===== src/rtl/mem_wb_stage_if.sv =====
// MEM->WB stage bus: MEM-side capture inputs, pipeline controls and the
// register-file write port. The upstream pipeline uses the master modport;
// the stage uses the slave modport.
interface mem_wb_stage_if #(
  parameter int DATA_W = 32,
  parameter int ADDR_W = 5,
  parameter int CNT_W  = 32
);
  // Pipeline control
  logic              stall;
  logic              flush;
  // MEM-stage slot contents
  logic              mem_valid;
  logic              mem_wr_en;
  logic [ADDR_W-1:0] mem_wr_addr;
  logic [DATA_W-1:0] mem_result;
  logic              mem_is_load;
  logic [2:0]        mem_load_op;
  logic [1:0]        mem_byte_addr;
  logic [DATA_W-1:0] mem_load_data;
  // Register-file write port and status
  logic              wr_en;
  logic [ADDR_W-1:0] wr_addr;
  logic [DATA_W-1:0] wr_data;
  logic              align_err;
  logic [CNT_W-1:0]  retire_cnt;

  modport master (
    output stall, flush, mem_valid, mem_wr_en, mem_wr_addr, mem_result,
           mem_is_load, mem_load_op, mem_byte_addr, mem_load_data,
    input  wr_en, wr_addr, wr_data, align_err, retire_cnt
  );

  modport slave (
    input  stall, flush, mem_valid, mem_wr_en, mem_wr_addr, mem_result,
           mem_is_load, mem_load_op, mem_byte_addr, mem_load_data,
    output wr_en, wr_addr, wr_data, align_err, retire_cnt
  );
endinterface


===== src/rtl/mem_wb_stage.sv =====
// MEM->WB pipeline register with load alignment/extension and retire count.
// Flow control: there is no valid/ready backpressure here. Each edge either
// resets the slot, flushes it to a bubble (flush wins over stall), holds it
// (stall), or captures the MEM inputs. mem_valid marks a real instruction and
// is the only thing that advances retire_cnt. Outputs are combinational from
// the captured slot, so MEM inputs reach the register file one cycle later.
module mem_wb_stage #(
  parameter int DATA_W     = 32,
  parameter int ADDR_W     = 5,
  parameter int BIG_ENDIAN = 0,
  parameter int CNT_W      = 32
) (
  input logic          clk,
  input logic          reset,
  mem_wb_stage_if.slave bus
);

  localparam logic [2:0] OP_LB  = 3'b000;
  localparam logic [2:0] OP_LBU = 3'b001;
  localparam logic [2:0] OP_LH  = 3'b010;
  localparam logic [2:0] OP_LHU = 3'b011;
  localparam logic [2:0] OP_LW  = 3'b100;

  // Captured WB slot
  logic              s_valid;
  logic              s_wr_en;
  logic [ADDR_W-1:0] s_wr_addr;
  logic [DATA_W-1:0] s_result;
  logic              s_is_load;
  logic [2:0]        s_load_op;
  logic [1:0]        s_byte_addr;
  logic [DATA_W-1:0] s_load_data;
  logic [CNT_W-1:0]  cnt_q;

  // Formatting intermediates
  logic [7:0]        ld_byte;
  logic [15:0]       ld_half;
  logic [DATA_W-1:0] ld_val;
  logic              ld_bad;
  logic              err;

  // Byte k of the memory word; big-endian mirrors the lane order.
  function automatic logic [7:0] byte_sel(input logic [DATA_W-1:0] w,
                                          input logic [1:0] k);
    logic [1:0] lane;
    lane = (BIG_ENDIAN != 0) ? ~k : k;
    case (lane)
      2'd0:    return w[7:0];
      2'd1:    return w[15:8];
      2'd2:    return w[23:16];
      default: return w[31:24];
    endcase
  endfunction

  // Slot register and retire counter: reset > flush > stall > capture.
  always_ff @(posedge clk) begin
    if (reset) begin
      s_valid     <= 1'b0;
      s_wr_en     <= 1'b0;
      s_wr_addr   <= '0;
      s_result    <= '0;
      s_is_load   <= 1'b0;
      s_load_op   <= 3'b000;
      s_byte_addr <= 2'b00;
      s_load_data <= '0;
      cnt_q       <= '0;
    end else if (bus.flush) begin
      s_valid     <= 1'b0;
      s_wr_en     <= 1'b0;
      s_wr_addr   <= '0;
      s_result    <= '0;
      s_is_load   <= 1'b0;
      s_load_op   <= 3'b000;
      s_byte_addr <= 2'b00;
      s_load_data <= '0;
    end else if (!bus.stall) begin
      s_valid     <= bus.mem_valid;
      s_wr_en     <= bus.mem_wr_en;
      s_wr_addr   <= bus.mem_wr_addr;
      s_result    <= bus.mem_result;
      s_is_load   <= bus.mem_is_load;
      s_load_op   <= bus.mem_load_op;
      s_byte_addr <= bus.mem_byte_addr;
      s_load_data <= bus.mem_load_data;
      if (bus.mem_valid) begin
        cnt_q <= cnt_q + {{(CNT_W-1){1'b0}}, 1'b1};
      end
    end
  end

  // Load alignment/extension and misalignment detection from the slot.
  always_comb begin
    ld_byte = byte_sel(s_load_data, s_byte_addr);
    if (BIG_ENDIAN != 0) begin
      ld_half = {byte_sel(s_load_data, {s_byte_addr[1], 1'b0}),
                 byte_sel(s_load_data, {s_byte_addr[1], 1'b1})};
    end else begin
      ld_half = {byte_sel(s_load_data, {s_byte_addr[1], 1'b1}),
                 byte_sel(s_load_data, {s_byte_addr[1], 1'b0})};
    end
    ld_val = s_load_data;
    ld_bad = 1'b0;
    case (s_load_op)
      OP_LB:  ld_val = {{24{ld_byte[7]}}, ld_byte};
      OP_LBU: ld_val = {24'h0, ld_byte};
      OP_LH: begin
        ld_val = {{16{ld_half[15]}}, ld_half};
        ld_bad = s_byte_addr[0];
      end
      OP_LHU: begin
        ld_val = {16'h0, ld_half};
        ld_bad = s_byte_addr[0];
      end
      OP_LW:  ld_bad = |s_byte_addr;
      default: ld_bad = 1'b1;
    endcase
    err = s_valid & s_is_load & ld_bad;
  end

  // Register-file write port; a bubble slot drives zeros.
  always_comb begin
    bus.align_err  = err;
    bus.wr_en      = s_valid & s_wr_en & ~err & (s_wr_addr != '0);
    bus.wr_addr    = s_valid ? s_wr_addr : '0;
    bus.wr_data    = '0;
    if (s_valid) begin
      bus.wr_data = s_is_load ? ld_val : s_result;
    end
    bus.retire_cnt = cnt_q;
  end

endmodule


===== src/flat_wrapper.sv =====
// flat-port wrapper written by rule: the top's interface ports become plain ports
module mem_wb_stage_flat 
#(
  parameter int DATA_W     = 32,
  parameter int ADDR_W     = 5,
  parameter int BIG_ENDIAN = 0,
  parameter int CNT_W      = 32
)
  (clk, reset, bus_stall, bus_flush, bus_mem_valid, bus_mem_wr_en, bus_mem_wr_addr, bus_mem_result, bus_mem_is_load, bus_mem_load_op, bus_mem_byte_addr, bus_mem_load_data, bus_wr_en, bus_wr_addr, bus_wr_data, bus_align_err, bus_retire_cnt);
  mem_wb_stage_if #(.DATA_W(DATA_W), .ADDR_W(ADDR_W), .CNT_W(CNT_W)) bus_i ();
  input logic clk;
  input logic reset;
  input wire logic [$bits(bus_i.stall)-1:0] bus_stall;
  input wire logic [$bits(bus_i.flush)-1:0] bus_flush;
  input wire logic [$bits(bus_i.mem_valid)-1:0] bus_mem_valid;
  input wire logic [$bits(bus_i.mem_wr_en)-1:0] bus_mem_wr_en;
  input wire logic [$bits(bus_i.mem_wr_addr)-1:0] bus_mem_wr_addr;
  input wire logic [$bits(bus_i.mem_result)-1:0] bus_mem_result;
  input wire logic [$bits(bus_i.mem_is_load)-1:0] bus_mem_is_load;
  input wire logic [$bits(bus_i.mem_load_op)-1:0] bus_mem_load_op;
  input wire logic [$bits(bus_i.mem_byte_addr)-1:0] bus_mem_byte_addr;
  input wire logic [$bits(bus_i.mem_load_data)-1:0] bus_mem_load_data;
  output wire logic [$bits(bus_i.wr_en)-1:0] bus_wr_en;
  output wire logic [$bits(bus_i.wr_addr)-1:0] bus_wr_addr;
  output wire logic [$bits(bus_i.wr_data)-1:0] bus_wr_data;
  output wire logic [$bits(bus_i.align_err)-1:0] bus_align_err;
  output wire logic [$bits(bus_i.retire_cnt)-1:0] bus_retire_cnt;
  assign bus_i.stall = bus_stall;
  assign bus_i.flush = bus_flush;
  assign bus_i.mem_valid = bus_mem_valid;
  assign bus_i.mem_wr_en = bus_mem_wr_en;
  assign bus_i.mem_wr_addr = bus_mem_wr_addr;
  assign bus_i.mem_result = bus_mem_result;
  assign bus_i.mem_is_load = bus_mem_is_load;
  assign bus_i.mem_load_op = bus_mem_load_op;
  assign bus_i.mem_byte_addr = bus_mem_byte_addr;
  assign bus_i.mem_load_data = bus_mem_load_data;
  assign bus_wr_en = bus_i.wr_en;
  assign bus_wr_addr = bus_i.wr_addr;
  assign bus_wr_data = bus_i.wr_data;
  assign bus_align_err = bus_i.align_err;
  assign bus_retire_cnt = bus_i.retire_cnt;
  mem_wb_stage #(.DATA_W(DATA_W), .ADDR_W(ADDR_W), .BIG_ENDIAN(BIG_ENDIAN), .CNT_W(CNT_W)) u_core (.clk(clk), .reset(reset), .bus(bus_i));
endmodule

===== config.mk =====
export PLATFORM = sky130hd
export DESIGN_NAME = mem_wb_stage_flat
export DESIGN_NICKNAME = d
export VERILOG_FILES = /design/src/rtl/mem_wb_stage_if.sv /design/src/rtl/mem_wb_stage.sv /design/src/flat_wrapper.sv
export SDC_FILE = /design/constraint.sdc
export NUM_CORES = 1
export LEC_CHECK = 0
export ABC_AREA = 1
export CORE_MARGIN = 5
export CORE_UTILIZATION = 30
export CTS_CLUSTER_SIZE = 25
export DETAILED_ROUTE_END_ITERATION = 10
export PLACE_DENSITY_LB_ADDON = 0.12
export SLEW_MARGIN = 5
export SYNTH_ARGS = -nofsm -noshare
export SYNTH_HDL_FRONTEND = slang
export SYNTH_SLANG_ARGS = --single-unit

===== constraint.sdc =====
create_clock -name clk -period 1.7 [get_ports clk]
set_input_delay 0.34 -clock clk [delete_from_list [all_inputs] [get_ports clk]]
set_output_delay 0.34 -clock clk [all_outputs]
set_load 0.02 [all_outputs]

==> results.json, run 1 <==
{
  "path_cells": "buf_6, o21ai_2, nand2_1, or2_4, nand3_4, nand2_2, a21oi_2, buf_6",
  "clockBufferDepth": 2,
  "cts_tree": "done",
  "grt_max_degree": 100,
  "critPathSlowestCell": "dfxtp_4",
  "run_status": "finished, violations left",
  "first_global_vias": 6081,
  "skew_ns": 0.00822,
  "yosysSeqAreaShare": 0.387,
  "grt_remaining_overflow": 0,
  "vdd_ir_drop_max_v": 0.000530,
  "synthAdderAreaFrac": 0.00222,
  "critical_path_class": "reg2out",
  "synthToLayoutAreaGrowth_pct": 52.5,
  "initial_core_util": 0.303,
  "synth-simple-area-share": 0.331,
  "place_congestion": 0.903,
  "dieWidth_um": 147,
  "finalSetupTns_ns": -13.09,
  "mostFrequentLayoutCell": "nand2_1",
  "netlist.area_leader.share": 0.387,
  "hold_path_class": "in2reg",
  "dieArea_um2": 21700,
  "drt_iter0_drc": 398,
  "coreArea_um2": 18600,
  "synth_cell_type_count": 36,
  "vias": 6317,
  "clkTransAtPathRegs_ns": 0.07,
  "crit_path_start_kind": "register",
  "grt_util_all_layers": 0.196,
  "crit_arrival_ns": 1.84,
  "ios": 152,
  "tightest_slew_ns": 0.464,
  "fin_crit_ns": 2.18,
  "fill_cells": 1989,
  "rsz0062_at_grt": "yes",
  "p_leak_nw": 3.54,
  "routed_via_density": 4.76,
  "port_buffers": 151,
  "setup_slack_ns": -0.477,
  "synth-xor-area-share": 0.00310,
  "power-per-cell-area_nw_per_um2": 671,
  "post_drt_wl_per_cell_um": 16.3,
  "synth.avg_cell_area_um2": 6.47,
  "cts.sinks": 109,
  "cp-end-kind": "output port",
  "slew_viol_final": 0,
  "fin_crit_sh": 1.28,
  "synth_top_family_by_area": "simple AND/OR/NAND/NOR gates",
  "ys_warn_count": 0,
  "slew_headroom": 0.691,
  "critPathMaxFanout": 8,
  "finalHoldViolCount": 0,
  "finalSetupViolations": 34,
  "htreeDepth": 3,
  "max_freq_mhz": 459,
  "final_antenna_net_count": 0,
  "clkLatencyLatePin_ns": 0.36,
  "wl_met3_mm": 1.20,
  "fin_nets": 1170,
  "cts_made_buffers": 9,
  "cts_root_buffer": "clkbuf_16",
  "synth.top_cells.by_area": "dfxtp_1 (39%), nand2_1 (19%), a21oi_1 (11%), nor2_1 (5.7%), inv_1 (4.4%)",
  "wl_met1_mm": 10.5,
  "yosysTopAreaCell": "dfxtp_1",
  "worst-r2r-cell-count": 9,
  "num_antenna_cells": 0,
  "grt_pass1_wl_mm": 34.0,
  "antenna_found_initial": 0,
  "synthMuxAreaShare": 0,
  "firstDrtPassIters": 5,
  "place_hpwl_mm": 16.2,
  "synth_area_um2": 5640,
  "die_y_um": 147,
  "drive_gt1_frac": 0.223,
  "cap_violations": 0,
  "hold_path_depth": 5,
  "netlist_instances": 873,
  "violations": "negative setup slack",
  "wl_met2_mm": 9.66,
  "drc": 0,
  "synth_compound_area_frac": 0.195,
  "top_layer_used": "met4",
  "whs_ns": 0.408,
  "syn_nets": 955,
  "layout_common_cells": "nand2_1 (274), buf_4 (110), dfxtp_1 (103)",
  "max_stage_delay_ns": 0.38,
  "core.rowCount": 50,
  "cp.required_ns": 1.36,
  "routed_wl_mm": 21.7,
  "ys_ff_latch": 109,
  "cp_common_cell": "buf_6"
}
[critical path, delay by kind of cell, from the launching register on]
| family | cells | cell delay [ns] |
|---|---|---|
| buffers and inverters | 2 | 0.26 |
| flip-flops | 1 | 0.38 |
| AO/OA/AOI/OAI | 2 | 0.27 |
| AND/OR/NAND/NOR | 4 | 0.58 |
[state kept, by name, summed over array words and instances, names as in the netlist]
| signal | cells |
|---|---|
| u_core.bus.retire_cnt | 32 |
| u_core.s_byte_addr | 2 |
| u_core.s_is_load | 1 |
| u_core.s_load_data | 32 |
| u_core.s_load_op | 3 |
| u_core.s_result | 32 |
| u_core.s_valid | 1 |
| u_core.s_wr_addr | 5 |
| u_core.s_wr_en | 1 |
[stage by stage]
step | worst slack [ns] | area (um2) | std cells | total power, mW | utilization
5_1_grt | -0.543 | 8610 | 1327 | 6.02 | 0.462
2_1_floorplan | -0.0377 | 5690 | 873 | 3.06 | -
3_3_place_gp | -0.643 | 8030 | 1297 | 3.52 | 0.431
3_5_place_dp | -0.685 | 8030 | 1297 | 3.51 | 0.431
4_1_cts | -0.467 | 8380 | 1319 | 5.80 | 0.450
6_report | -0.477 | 8610 | 1327 | 5.78 | 0.462
[synth_stat cells]
| library cell | instances |
|---|---|
| o21ai_1 | 5 |
| nand2_4 | 1 |
| nand4_4 | 2 |
| nand3_4 | 1 |
| nor2_1 | 85 |
| o221ai_1 | 3 |
| buf_1 | 4 |
| or2_2 | 7 |
| or2_1 | 1 |
| o22ai_1 | 3 |
| clkinv_1 | 1 |
| nand4_1 | 5 |
| a211oi_1 | 23 |
| buf_4 | 1 |
| nor2_2 | 2 |
| inv_1 | 66 |
| clkbuf_1 | 32 |
| nand3_2 | 1 |
| nand3_1 | 33 |
| nor2_4 | 4 |
| dfxtp_1 | 109 |
| and2_1 | 2 |
| o21bai_1 | 1 |
| nor3_1 | 5 |
| buf_2 | 9 |
| and3_1 | 1 |
| nor2_8 | 1 |
| a21oi_1 | 119 |
| o211ai_1 | 5 |
| buf_6 | 2 |
| inv_2 | 1 |
| xor2_1 | 2 |
| o21a_1 | 2 |
| nand2_1 | 293 |
| o21ai_0 | 40 |
| ha_1 | 1 |
[timing repair]
| action | in CTS | in global routing |
|---|---|---|
| setup endpoints to repair | 71 | 39 |
| pin swaps | 13 | 21 |
| hold endpoints to repair | 0 | 0 |
| cloned | 2 | 0 |
| hold buffers | 0 | 0 |
| buffers inserted | 4 | 8 |
| resized for setup | 257 | 51 |
[area by class of cell]
type                       count  area, um2  share of cell area
timing repair buffer         251       2260               0.263
multi-input combinational    649       3280               0.381
clock buffer                  12        256              0.0298
sequential                   109       2200               0.255
clock inverter                 4       56.3             0.00654
inverter                      68        265              0.0308
tap                          234        293              0.0340
[kinds of logic (layout without fill, tap and decap cells)]
logic type	after synthesis	after routing
buf+inv	116	335
compound gates	201	201
flops	109	109
simple gates	444	445
xor+xnor	2	2
fa+ha+maj	1	1
[routing by layer]
layer  up-vias  global-route usage
li1       3264                   -
met1      2878               0.275
met2       159               0.309
met3        16              0.0512
met4         0              0.0349
met5         -                   0
[where the power goes]
group	internal [mW]	total [mW]	switching, mW
clock network	1.23	2.24	1.01
registers	2.61	2.66	0.0489
logic	0.426	0.871	0.445
[path summary, 6_finish.rpt]
check	startpoint	to	slack [ns]
hold / removal	bus_stall	u_core.s_valid	0.41
setup reg to reg	u_core.bus.retire_cnt[0]	u_core.bus.retire_cnt[30]	0.14
setup / recovery	u_core.s_byte_addr[1]	bus_wr_data[21]	-0.48
hold reg to reg	u_core.s_result[22]	u_core.s_result[22]	0.46
Power figures use the tool's default switching activity.
==> run 2: changes to the inputs <==
--- a/config.mk
+++ b/config.mk
@@ -7,7 +7,7 @@
 export LEC_CHECK = 0
 export ABC_AREA = 1
 export CORE_MARGIN = 5
-export CORE_UTILIZATION = 30
+export CORE_UTILIZATION = 49
 export CTS_CLUSTER_SIZE = 25
 export DETAILED_ROUTE_END_ITERATION = 10
 export PLACE_DENSITY_LB_ADDON = 0.12
==> run 2 against run 1 <==
The run still ends with negative setup slack left; highest routed layer is now met5; core utilization increased by 27 points; critical path type unchanged; die area decreased by 36%; sequential share of layout area increased by 0.74 points; cell count down 7.8%; count of clock-buffer cells in the layout is 2 lower; flip-flop and latch count is the same; non-clock buffer count fell by 14; largest cell class unchanged.
==> results.json, run 2 (same netlist as run 1, synthesis figures left out) <==
{
  "die_y_um": 117,
  "cts_root_buffer": "clkbuf_16",
  "slew_headroom": 0.621,
  "grt_pass1_wl_mm": 30.8,
  "critPathCapture": "bus_wr_data[12]",
  "fin_crit_sh": 1.26,
  "grt_remaining_overflow": 0,
  "place_hpwl_mm": 13.8,
  "p_clk_frac": 0.403,
  "switching_share": 0.235,
  "finalSetupTns_ns": -11.42,
  "clockBufferDepth": 2,
  "p_leak_nw": 3.56,
  "r2r-start": "u_core.bus.retire_cnt[9]",
  "core.rowCount": 39,
  "routed_via_density": 5.24,
  "reg2reg_slack_ns": 0.12,
  "fin_nets": 1157,
  "firstDrtPassIters": 9,
  "setup_slack_ns": -0.437,
  "crit_path_start_kind": "register",
  "coreArea_um2": 11400,
  "grt_max_degree": 100,
  "p_seq_frac": 0.458,
  "cp-end-kind": "output port",
  "drt_iter0_drc": 430,
  "dieArea_um2": 13800,
  "whs_ns": 0.462,
  "vias": 6405,
  "first_global_vias": 6209,
  "grt_util_all_layers": 0.271,
  "run_status": "finished, violations left",
  "tightest_slew_ns": 0.569,
  "worst-r2r-cell-count": 7,
  "routed_wl_mm": 19.2,
  "vdd_ir_drop_max_v": 0.000698,
  "drive_gt1_frac": 0.202,
  "max_freq_mhz": 468,
  "wl_met1_mm": 7.56,
  "final_antenna_net_count": 0,
  "power-per-cell-area_nw_per_um2": 695,
  "initial_core_util": 0.496,
  "finalHoldViolCount": 0,
  "skew_ns": 0.00869,
  "cts_tree": "done",
  "htreeDepth": 3,
  "dieWidth_um": 117,
  "p_int_mw": 4.44,
  "rsz0062_at_grt": "yes",
  "post_drt_wl_per_cell_um": 15.7,
  "cap_violations": 0,
  "cts.sinks": 109,
  "r2r_end": "u_core.bus.retire_cnt[13]",
  "combPwrFrac": 0.139,
  "p_switching_mw": 1.37,
  "finalSetupViolations": 34,
  "hold_path_class": "reg2reg",
  "wl_met2_mm": 9.60,
  "cp.required_ns": 1.36,
  "clkTransAtPathRegs_ns": 0.06,
  "port_buffers": 151,
  "utilization": 0.735,
  "ios": 152,
  "cts_made_buffers": 9,
  "slew_viol_final": 0,
  "place_congestion": 1.04,
  "fin_crit_ns": 2.14,
  "mostFrequentLayoutCell": "nand2_1",
  "critical_path.startpoint": "u_core.s_load_op[2]",
  "antenna_found_initial": 2,
  "critical_path_class": "reg2out",
  "violations": "negative setup slack",
  "synthToLayoutAreaGrowth_pct": 48.0,
  "crit_arrival_ns": 1.80,
  "clkLatencyLatePin_ns": 0.35,
  "drc": 0,
  "layout_common_cells": "nand2_1 (289), dfxtp_1 (103), buf_4 (95)",
  "top_layer_used": "met5",
  "critPathMaxFanout": 7,
  "wl_met3_mm": 1.12
}
==> run 2: changes by cell type in the layout (fill, tap and decap cells not counted), sizes merged <==
| cell | before | now |
|---|---|---|
| buf | 139 | 126 |
| dlygate4sd2 | 32 | 25 |
| dlymetal6s2s | 0 | 7 |
| clkbuf | 13 | 10 |
| bufinv | 1 | 3 |
| clkinv | 4 | 3 |
| diode | 0 | 1 |
| nor2 | 92 | 93 |
==> run 2: cell type report <==
class | instances | area (um2)
Multi-Input combinational cell | 650 | 3220
Fill cell | 968 | 3020
Sequential cell | 109 | 2190
Timing Repair Buffer | 237 | 2170
Inverter | 68 | 258
Clock buffer | 10 | 229
Tap cell | 143 | 179
Clock inverter | 5 | 100
Antenna cell | 1 | 2.50
==> run 2: worst max-delay path, cell delays in order, from the launching register on <==
cell and delay (ns):
dfxtp_2 0.37, nor3_2 0.28, nand3_4 0.16, buf_6 0.17, nand3_1 0.07, nand2_1 0.09
a21oi_2 0.17, buf_6 0.14
==> run 2: power groups by stage <==
stage / sequential, mW / combinational, mW / clock (mW)
floorplan: 2.71 / 0.354 / 0
global placement: 2.71 / 0.748 / 0
detailed placement: 2.72 / 0.751 / 0
CTS: 2.66 / 0.783 / 2.38
global route: 2.67 / 0.872 / 2.49
finish: 2.66 / 0.804 / 2.34
==> run 2: per-stage QoR <==
| stage | power (mW) | worst slack (ns) | instances | cell area, um2 |
|---|---|---|---|---|
| CTS | 5.82 | -0.387 | 1220 | 8240 |
| detailed placement | 3.47 | -0.624 | 1201 | 7860 |
| global placement | 3.46 | -0.600 | 1201 | 7860 |
| finish | 5.80 | -0.437 | 1223 | 8350 |
| floorplan | 3.06 | -0.0377 | 873 | 5690 |
| global route | 6.03 | -0.536 | 1223 | 8350 |
==> run 2: how the worst min path moves through the flow <==
stage | startpoint | endpoint | slack, ns | cells after the start
after floorplan | u_core.s_result[0] | u_core.s_result[0] | 0.44 | 2
after global placement | u_core.s_result[21] | u_core.s_result[21] | 0.45 | 2
after detailed placement | u_core.s_result[31] | u_core.s_result[31] | 0.45 | 2
after CTS | bus_stall | u_core.s_valid | 0.46 | 5
after global routing | u_core.s_result[31] | u_core.s_result[31] | 0.48 | 2
final | u_core.s_result[31] | u_core.s_result[31] | 0.46 | 2
==> run 2: layer usage <==
layer,up-vias,global-route usage
li1,3238,-
met3,59,0.0602
met5,-,0
met2,223,0.467
met4,2,0.132
met1,2883,0.315
==> run 2: repair_timing <==
| action | in CTS | in global routing |
|---|---|---|
| hold buffers | 0 | 0 |
| gates cloned | 1 | 1 |
| buffers inserted | 3 | 1 |
| endpoints found under the setup margin | 64 | 54 |
| pin swaps | 9 | 6 |
| resized for setup | 256 | 44 |
